### config.mk
export PLATFORM = sky130hd
export DESIGN_NAME = rport_arbiter
export DESIGN_NICKNAME = d
export VERILOG_FILES = /design/src/rtl/rport_arbiter.sv
export SDC_FILE = /design/constraint.sdc
export NUM_CORES = 1
export LEC_CHECK = 0
export BUFFER_PORTS_ARGS = -buffer_cell sky130_fd_sc_hd__buf_2
export CAP_MARGIN = 10
export CORE_MARGIN = 10
export CORE_UTILIZATION = 48
export CTS_CLUSTER_SIZE = 24
export DETAILED_ROUTE_END_ITERATION = 12
export MAX_ROUTING_LAYER = met4
export PLACE_DENSITY = 0.86
export SETUP_SLACK_MARGIN = 0.2
export SLEW_MARGIN = 15
export SYNTH_ARGS = -nofsm -noshare
export SYNTH_HDL_FRONTEND = slang
export SYNTH_SLANG_ARGS = --single-unit
### constraint.sdc
create_clock -name clk -period 9.7 [get_ports clk]
set_clock_uncertainty 0.2 [all_clocks]
set_input_delay 0.485 -clock clk [delete_from_list [all_inputs] [get_ports clk]]
set_output_delay 0.485 -clock clk [all_outputs]
set_load 0.01 [all_outputs]
### src/rtl/rport_arbiter.sv
// rport_arbiter
//   Two read ports (port 0 = instruction fetch, port 1 = loader/debug) share
//   one memory read channel. At most one memory read is outstanding. Each read
//   either completes with memory data or, after TMO cycles without MVld,
//   completes with an error flag and zero data.
//
//   Build option: define RPORT_ARB_RR_EN to resolve simultaneous requests
//   round-robin. If it is undefined, port 0 always wins a tie and no pointer
//   flop exists.
//
// Parameters
//   AW   address width
//   DW   data width
//   TMO  response timeout in cycles (2..255)
//
// Ports
//   clk              sole clock, rising edge
//   rst              asynchronous active-high reset
//   R0Rdy / R1Rdy    port read request, held until that port's Vld
//   R0Addr / R1Addr  port read address
//   R0Vld / R1Vld    one-cycle response strobe
//   R0Data / R1Data  read data, valid with Vld (zero on timeout)
//   R0Err / R1Err    timeout flag, valid with Vld
//   MRdy             shared memory read request
//   MAddr            shared memory read address, latched at grant
//   MVld             memory response strobe
//   MData            memory read data
//
// state  | meaning
// -------+-------------------------------------------------------------
// S_IDLE | no read outstanding; grant evaluated every cycle
// S_WAIT | memory read issued; waiting for MVld or timeout
// S_RESP | one-cycle response to the winner; no grant evaluated
module rport_arbiter #(
  parameter int AW  = 32,
  parameter int DW  = 32,
  parameter int TMO = 16
) (
  input  logic          clk,
  input  logic          rst,
  input  logic          R0Rdy,
  input  logic [AW-1:0] R0Addr,
  output logic          R0Vld,
  output logic [DW-1:0] R0Data,
  output logic          R0Err,
  input  logic          R1Rdy,
  input  logic [AW-1:0] R1Addr,
  output logic          R1Vld,
  output logic [DW-1:0] R1Data,
  output logic          R1Err,
  output logic          MRdy,
  output logic [AW-1:0] MAddr,
  input  logic          MVld,
  input  logic [DW-1:0] MData
);

  typedef enum logic [1:0] {
    S_IDLE = 2'd0,
    S_WAIT = 2'd1,
    S_RESP = 2'd2
  } state_t;

  // Down-counter: loaded with TMO-1 at grant, timeout fires when it is zero
  // in WAIT, which gives exactly TMO cycles of MRdy.
  localparam logic [7:0] TMO_LAST = 8'(TMO - 1);

  state_t        state_q, state_d;
  logic          win_q, win_d;
  logic [7:0]    tmo_cnt_q, tmo_cnt_d;
  logic          any_req;
  logic          grant_sel;

  logic          mrdy_d;
  logic [AW-1:0] maddr_d;
  logic          r0_vld_d, r1_vld_d;
  logic          r0_err_d, r1_err_d;
  logic [DW-1:0] r0_data_d, r1_data_d;

  assign any_req = R0Rdy | R1Rdy;

`ifdef RPORT_ARB_RR_EN
  // last_q remembers the most recently granted port; on a tie the other
  // port wins. Reset value 1 makes port 0 win the first tie.
  logic last_q;

  always_ff @(posedge clk or posedge rst) begin
    if (rst) begin
      last_q <= 1'b1;
    end else if (state_q == S_IDLE && any_req) begin
      last_q <= grant_sel;
    end
  end

  always_comb begin
    if (R0Rdy && R1Rdy) begin
      grant_sel = ~last_q;
    end else begin
      grant_sel = R1Rdy;
    end
  end
`else
  // Port 1 is granted only when port 0 is not asking.
  assign grant_sel = ~R0Rdy;
`endif

  always_comb begin
    state_d   = state_q;
    win_d     = win_q;
    tmo_cnt_d = tmo_cnt_q;
    mrdy_d    = MRdy;
    maddr_d   = MAddr;
    r0_vld_d  = 1'b0;
    r1_vld_d  = 1'b0;
    r0_err_d  = 1'b0;
    r1_err_d  = 1'b0;
    r0_data_d = '0;
    r1_data_d = '0;

    case (state_q)
      S_IDLE: begin
        if (any_req) begin
          win_d     = grant_sel;
          maddr_d   = grant_sel ? R1Addr : R0Addr;
          mrdy_d    = 1'b1;
          tmo_cnt_d = TMO_LAST;
          state_d   = S_WAIT;
        end
      end

      S_WAIT: begin
        // MVld is tested first so it wins over a coincident timeout.
        if (MVld) begin
          mrdy_d  = 1'b0;
          state_d = S_RESP;
          if (win_q) begin
            r1_vld_d  = 1'b1;
            r1_data_d = MData;
          end else begin
            r0_vld_d  = 1'b1;
            r0_data_d = MData;
          end
        end else if (tmo_cnt_q == 8'd0) begin
          mrdy_d  = 1'b0;
          state_d = S_RESP;
          if (win_q) begin
            r1_vld_d = 1'b1;
            r1_err_d = 1'b1;
          end else begin
            r0_vld_d = 1'b1;
            r0_err_d = 1'b1;
          end
        end else begin
          tmo_cnt_d = tmo_cnt_q - 8'd1;
        end
      end

      S_RESP: begin
        state_d = S_IDLE;
      end

      default: begin
        state_d = S_IDLE;
        mrdy_d  = 1'b0;
      end
    endcase
  end

  always_ff @(posedge clk or posedge rst) begin
    if (rst) begin
      state_q   <= S_IDLE;
      win_q     <= 1'b0;
      tmo_cnt_q <= 8'd0;
      MRdy      <= 1'b0;
      MAddr     <= '0;
      R0Vld     <= 1'b0;
      R1Vld     <= 1'b0;
      R0Err     <= 1'b0;
      R1Err     <= 1'b0;
      R0Data    <= '0;
      R1Data    <= '0;
    end else begin
      state_q   <= state_d;
      win_q     <= win_d;
      tmo_cnt_q <= tmo_cnt_d;
      MRdy      <= mrdy_d;
      MAddr     <= maddr_d;
      R0Vld     <= r0_vld_d;
      R1Vld     <= r1_vld_d;
      R0Err     <= r0_err_d;
      R1Err     <= r1_err_d;
      R0Data    <= r0_data_d;
      R1Data    <= r1_data_d;
    end
  end

endmodule

### Word level (Yosys, flattened, before mapping)

Cells that the tools add are included.

| storage, ports and cells | value |
|---|---|
| flip-flop bits (word level) | 112 |
| output and inout port bits | 101 |
| logic and storage cells | 59 |

| operators by class | value |
|---|---|
| add/subtract/negate cells | 1 |
| equality and inequality tests | 6 |
| mux-type cells | 31 |
| bitwise operators | 3 |
| reductions and logical operators | 7 |

Operator list:

| cell | count |
|---|---|
| $mux W32 | 7 |
| $mux W8 | 3 |
| $pmux W8 S2 | 1 |
| $mux W1 | 15 |
| $logic_not A8 Y1 | 1 |
| $sub A8 B1 Y8 const B | 1 |
| $mux W2 | 3 |
| $ne A2 B2 Y1 const B | 3 |
| $pmux W2 S2 | 1 |
| $reduce_and A2 Y1 | 2 |
| $reduce_and A4 Y1 | 1 |
| $ne A3 B3 Y1 const B | 1 |
| $pmux W1 S3 | 1 |
| $reduce_and A3 Y1 | 1 |
| $eq A2 B1 Y1 const B | 1 |
| $eq A2 B2 Y1 const B | 1 |
| $logic_not A2 Y1 | 1 |
| $not A1 Y1 | 2 |
| $reduce_bool A2 Y1 | 1 |
| $or A1 B1 Y1 | 1 |

### Depth between registers and ports, before layout

| logic depth | value |
|---|---|
| word-level depth | 4 |
| mapped depth | 7 |
| mapped depth without buffers | 6 |

### Worst setup path before layout

Ideal clock, no wire load.

| timing | value |
|---|---|
| kind | reg2reg |
| start | reg tmo_cnt_q[0] |
| end | reg tmo_cnt_q[0] |
| library setup time | 128 ps |
| arrival | 1,649 ps |
| required time | 9,372 ps |
| slack | 7,724 ps |
| cell stages (with the launch flop) | 8 |
| path through | dfrtp_1 > inv_1 > ha_1 > nor4bb_1 > a211o_1 > buf_2 > nor2_2 > mux2_1 |

| between the ends | value |
|---|---|
| longest elaborated chain between the ends | 4 |
| elaborated cells on any way between the ends | 7 |

Ends and longest elaborated chain:

| item | line | text |
|---|---|---|
| start, declared | 69 | `logic [7:0] tmo_cnt_q, tmo_cnt_d;` |
| start signal, assigned | 184 | `tmo_cnt_q <= tmo_cnt_d;` |
| $sub A8 B1 Y8 | 153 | `tmo_cnt_d = tmo_cnt_q - 8'd1;` |
| $mux W8 | 142 | `end else if (tmo_cnt_q == 8'd0) begin` |
| $mux W8 | 132 | `if (MVld) begin` |
| $pmux W8 S2 | 119 | `case (state_q)` |

Parallel ways exist; a longest one is shown, timed or not. The select of a mux whose other input is x is not followed.
A chain may end at the register's enable or synchronous reset.

### Worst setup path after layout

| timing | value |
|---|---|
| start | in R0Rdy |
| end | reg tmo_cnt_q[7] |

| between the ends | value |
|---|---|
| longest elaborated chain between the ends | 3 |

Ends and longest elaborated chain:

| item | line | text |
|---|---|---|
| start, declared | 41 | `input logic R0Rdy,` |
| $or A1 B1 Y1 | 79 | `assign any_req = R0Rdy \| R1Rdy;` |
| $ne A2 B2 Y1 (no line) | n/a |  |
| $reduce_and A4 Y1 (no line) | n/a |  |

Every way passes these cells.

==> reports/metrics.csv <==
stage,metric,value,unit
floorplanning,Chip Width,114.4,um
sta,Final Hold Viols,0,
floorplanning,floorplan row count,34,
sta,fin crit period,2.290,ns
drt,DRT antenna net count,0,
logic_synthesis,"EDFF count, synth",0,
cells_and_area,post-route cell area,5578,sq um
cells_and_area,fin nets,655,
logic_synthesis,register area share after synthesis,0.6554,
global_routing,grt ovf,0,
drt,Residual DRC,0,
critical_path,FF-to-FF End,R1Data[30],
critical_path,nature of the critical path endpoint,register,
critical_path,CP max stage delay,0.74,ns
logic_synthesis,Post-synth top cells,"112 x dfrtp_1, 66 x and2_1, 39 x nand2_1",
place,Final Wtd Congestion,0.7953,
critical_path,CP Launch Type,primary input,
logic_synthesis,Cell variety after synth,31,
critical_path,WP data arrival,2.40,ns
logic_synthesis,top cell type's share of synthesized area,0.6554,
cells_and_area,P&R area growth vs syn,30.43,%
power,pwr dens,223.2,nW/um^2
floorplanning,die height,114.4,um
drt,WL final,11430,um
clock_tree,Resized Gates After CTS,0,
global_routing,initial antenna violation count,1,
clock_tree,CTS tree,done,
clock_tree,H-tree depth,3,
critical_path,worst r2r path cells,3,
clock_tree,CTS Buf Count,9,
global_routing,largest net degree at the start of global routing,61,
floorplanning,IO Pins,202,
critical_path,reg2reg start,state_q[1],
cells_and_area,layout cell share with drive strength beyond 1,0.4022,
clock_tree,CTS Root Cell,clkbuf_8,
global_routing,first-pass GRT wire length,17800,um
sta,unrepaired setup endpoints after global routing,false,
power,Peak VDD IR,0.0001164,V
critical_path,CP Max Fanout,36,
critical_path,CP cell instances,buf_2 > nor3_1 > a211o_1 > or4_1 > nand2_1,
place,Port Buf Inserts,201,
drt,number of vias per cell,4.971,
logic_synthesis,Synth Instances,355,
drt,DR WL/cell,17.16,um
run_status,run status,"finished, final reports clean",
sta,Slew headroom,0.3379,
cells_and_area,final core utilization,0.6427,
critical_path,Reg2Reg Setup Slack,7.50,ns
critical_path,critical path type,primary input to register,
worst_hold_path,Worst Hold Path EP,R1Data[14],
global_routing,total track usage,0.1749,
logic_synthesis,ys flop type,dfrtp_1,
logic_synthesis,Post-Synthesis Cell Area,4277,sq um
drt,DR vias,3311,
logic_synthesis,syn nets,458,
logic_synthesis,Seq cells post-synth,112,
floorplanning,CORE AREA,8678,sq um
sta,max-slew violations,0,
clock_tree,clock latency at the later pin of the worst-skew pair,0.37,ns
worst_hold_path,min-delay src,MData[14],
sta,Worst Tran Pin Value,0.9932,ns
logic_synthesis,top post-synthesis cells by area,"dfrtp_1 66%, and2_1 9.7%, mux2i_1 7.5%, o21ai_0 4.2%, nand2_1 3.4%",
sta,TNS Setup,0,ns
worst_hold_path,hold depth,2,
logic_synthesis,Ys Warns,0,
flow_run,MaxCap Viol Count,0,
drt,DRT iter0 DRCs,139,
clock_tree,CTS sink count,112,
sta,final setup vio count,0,
place,detailed-placement wirelength estimate,8984,um
clock_tree,"Clk pin slew, worst setup/hold paths",0.12,ns
global_routing,vias in the first global route,3519,
place,placed standard-cell area,5373,sq um
sta,Peak Freq,436.7,MHz
sta,minimum hold slack,0.1159,ns
floorplanning,Die ar.,13090,sq um
floorplanning,Initial Util,0.4928,
sta,Final period util,0.2361,
logic_synthesis,ys async rst share,1.000,
logic_synthesis,most frequent cell after synthesis,dfrtp_1,
worst_hold_path,min-delay worst type,primary input to register,
critical_path,slowest CP cell,buf_2,
logic_synthesis,"area leader, netlist",dfrtp_1,
power,Leak,3.149,nW
logic_synthesis,Syn Area/Cell,12.05,sq um
clock_tree,CTS Buffer Depth,2,
critical_path,required time of the critical path,9.81,ns
drt,drt first pass iters,4,
[logic make-up (layout without fill, tap and decap cells)]
logic type               count (synthesis)  after routing  share of synthesized area
other                                    0              1                          0
buffers and inverters                   22            224                    0.02165
AO/OA/AOI/OAI                           45             45                    0.05529
adder cells (fa/ha/maj)                  2              2                   0.005850
multiplexers                            34             34                    0.08016
AND/OR/NAND/NOR                        140            140                     0.1817
flip-flops                             112            112                     0.6554
[layout by cell type (no fill, tap or decap)]
cell             n
buf_2          201
dfrtp_1        112
and2_1          66
nand2_1         39
o21ai_0         36
mux2i_1         32
clkbuf_8         9
nor2_1           8
nor3_1           4
or4_1            4
or3_1            4
nand3_1          3
a21oi_1          3
inv_8            3
buf_4            3
inv_1            2
nor2b_1          2
and3_1           2
nor4bb_1         2
o211ai_1         2
mux2_1           2
ha_1             2
inv_6            2
clkinv_4         2
diode_2          1
o21ai_4          1
nor4_2           1
and4b_1          1
o21a_1           1
inv_4            1
a211o_1          1
or4b_1           1
nor2_2           1
nand2b_1         1
nand3b_1         1
o21ai_1          1
dlygate4sd3_1    1
[worst max-delay path by stage]
stage                     depth (start not counted)      endpoint        from
after floorplan                                   1      MAddr[0]         rst
after global placement                            5  tmo_cnt_q[7]       R0Rdy
after detailed placement                          5  tmo_cnt_q[6]       R0Rdy
after CTS                                         5  tmo_cnt_q[6]       R0Rdy
after global routing                              3     R1Data[6]  state_q[1]
final                                             5  tmo_cnt_q[7]       R0Rdy
[final cells by class]
type,count,area [sq um]
clock inverter,7,68.82
clock buffer,9,123.9
multi-input combinational,221,1393
fill,673,3100
inverter,3,13.76
sequential,112,2803
tap,108,135.1
timing repair buffer,205,1039
antenna,1,2.502
[sequential cells by signal, summed over array words and instances (netlist names), 2 cells and up]
| register | flops |
|---|---|
| MAddr | 32 |
| R0Data | 32 |
| R1Data | 32 |
| state_q | 2 |
| tmo_cnt_q | 8 |
[report_power, final]
| part | leakage [nW] | internal, mW | switching, mW |
|---|---|---|---|
| Combinational | 1.58 | 0.143 | 0.206 |
| Clock | 0.100 | 0.102 | 0.168 |
| Sequential | 1.47 | 0.572 | 0.0547 |
| Total | 3.15 | 0.816 | 0.429 |
[metal layers]
| layer | track usage | part of all wire |
|---|---|---|
| met5 | - | 0 |
| met4 | 0.05681 | 0.014 |
| met3 | 0.08648 | 0.13 |
| met2 | 0.2748 | 0.46 |
| met1 | 0.1899 | 0.39 |
[timing repair]
action | in CTS | in global routing
hold endpoints to repair | 1 | 0
setup endpoints to repair | 0 | 0
setup buffers | 0 | 0
hold buffers | 1 | 0
[metrics by stage]
stage               instances  total power [mW]  setup WS (ns)
floorplan                 355            0.8170          6.056
global placement          648            0.9760          7.115
detailed placement        648            0.9942          6.994
CTS                       665             1.264          7.424
global route              666             1.327          7.242
finish                    666             1.245          7.410
[worst max-delay path, delay by kind of cell]
kind                   cells  cell delay (ns)
buffers and inverters      1             0.74
AND/OR/NAND/NOR            3             0.71
AO/OA/AOI/OAI              1             0.45
Power figures use the tool's default switching activity.
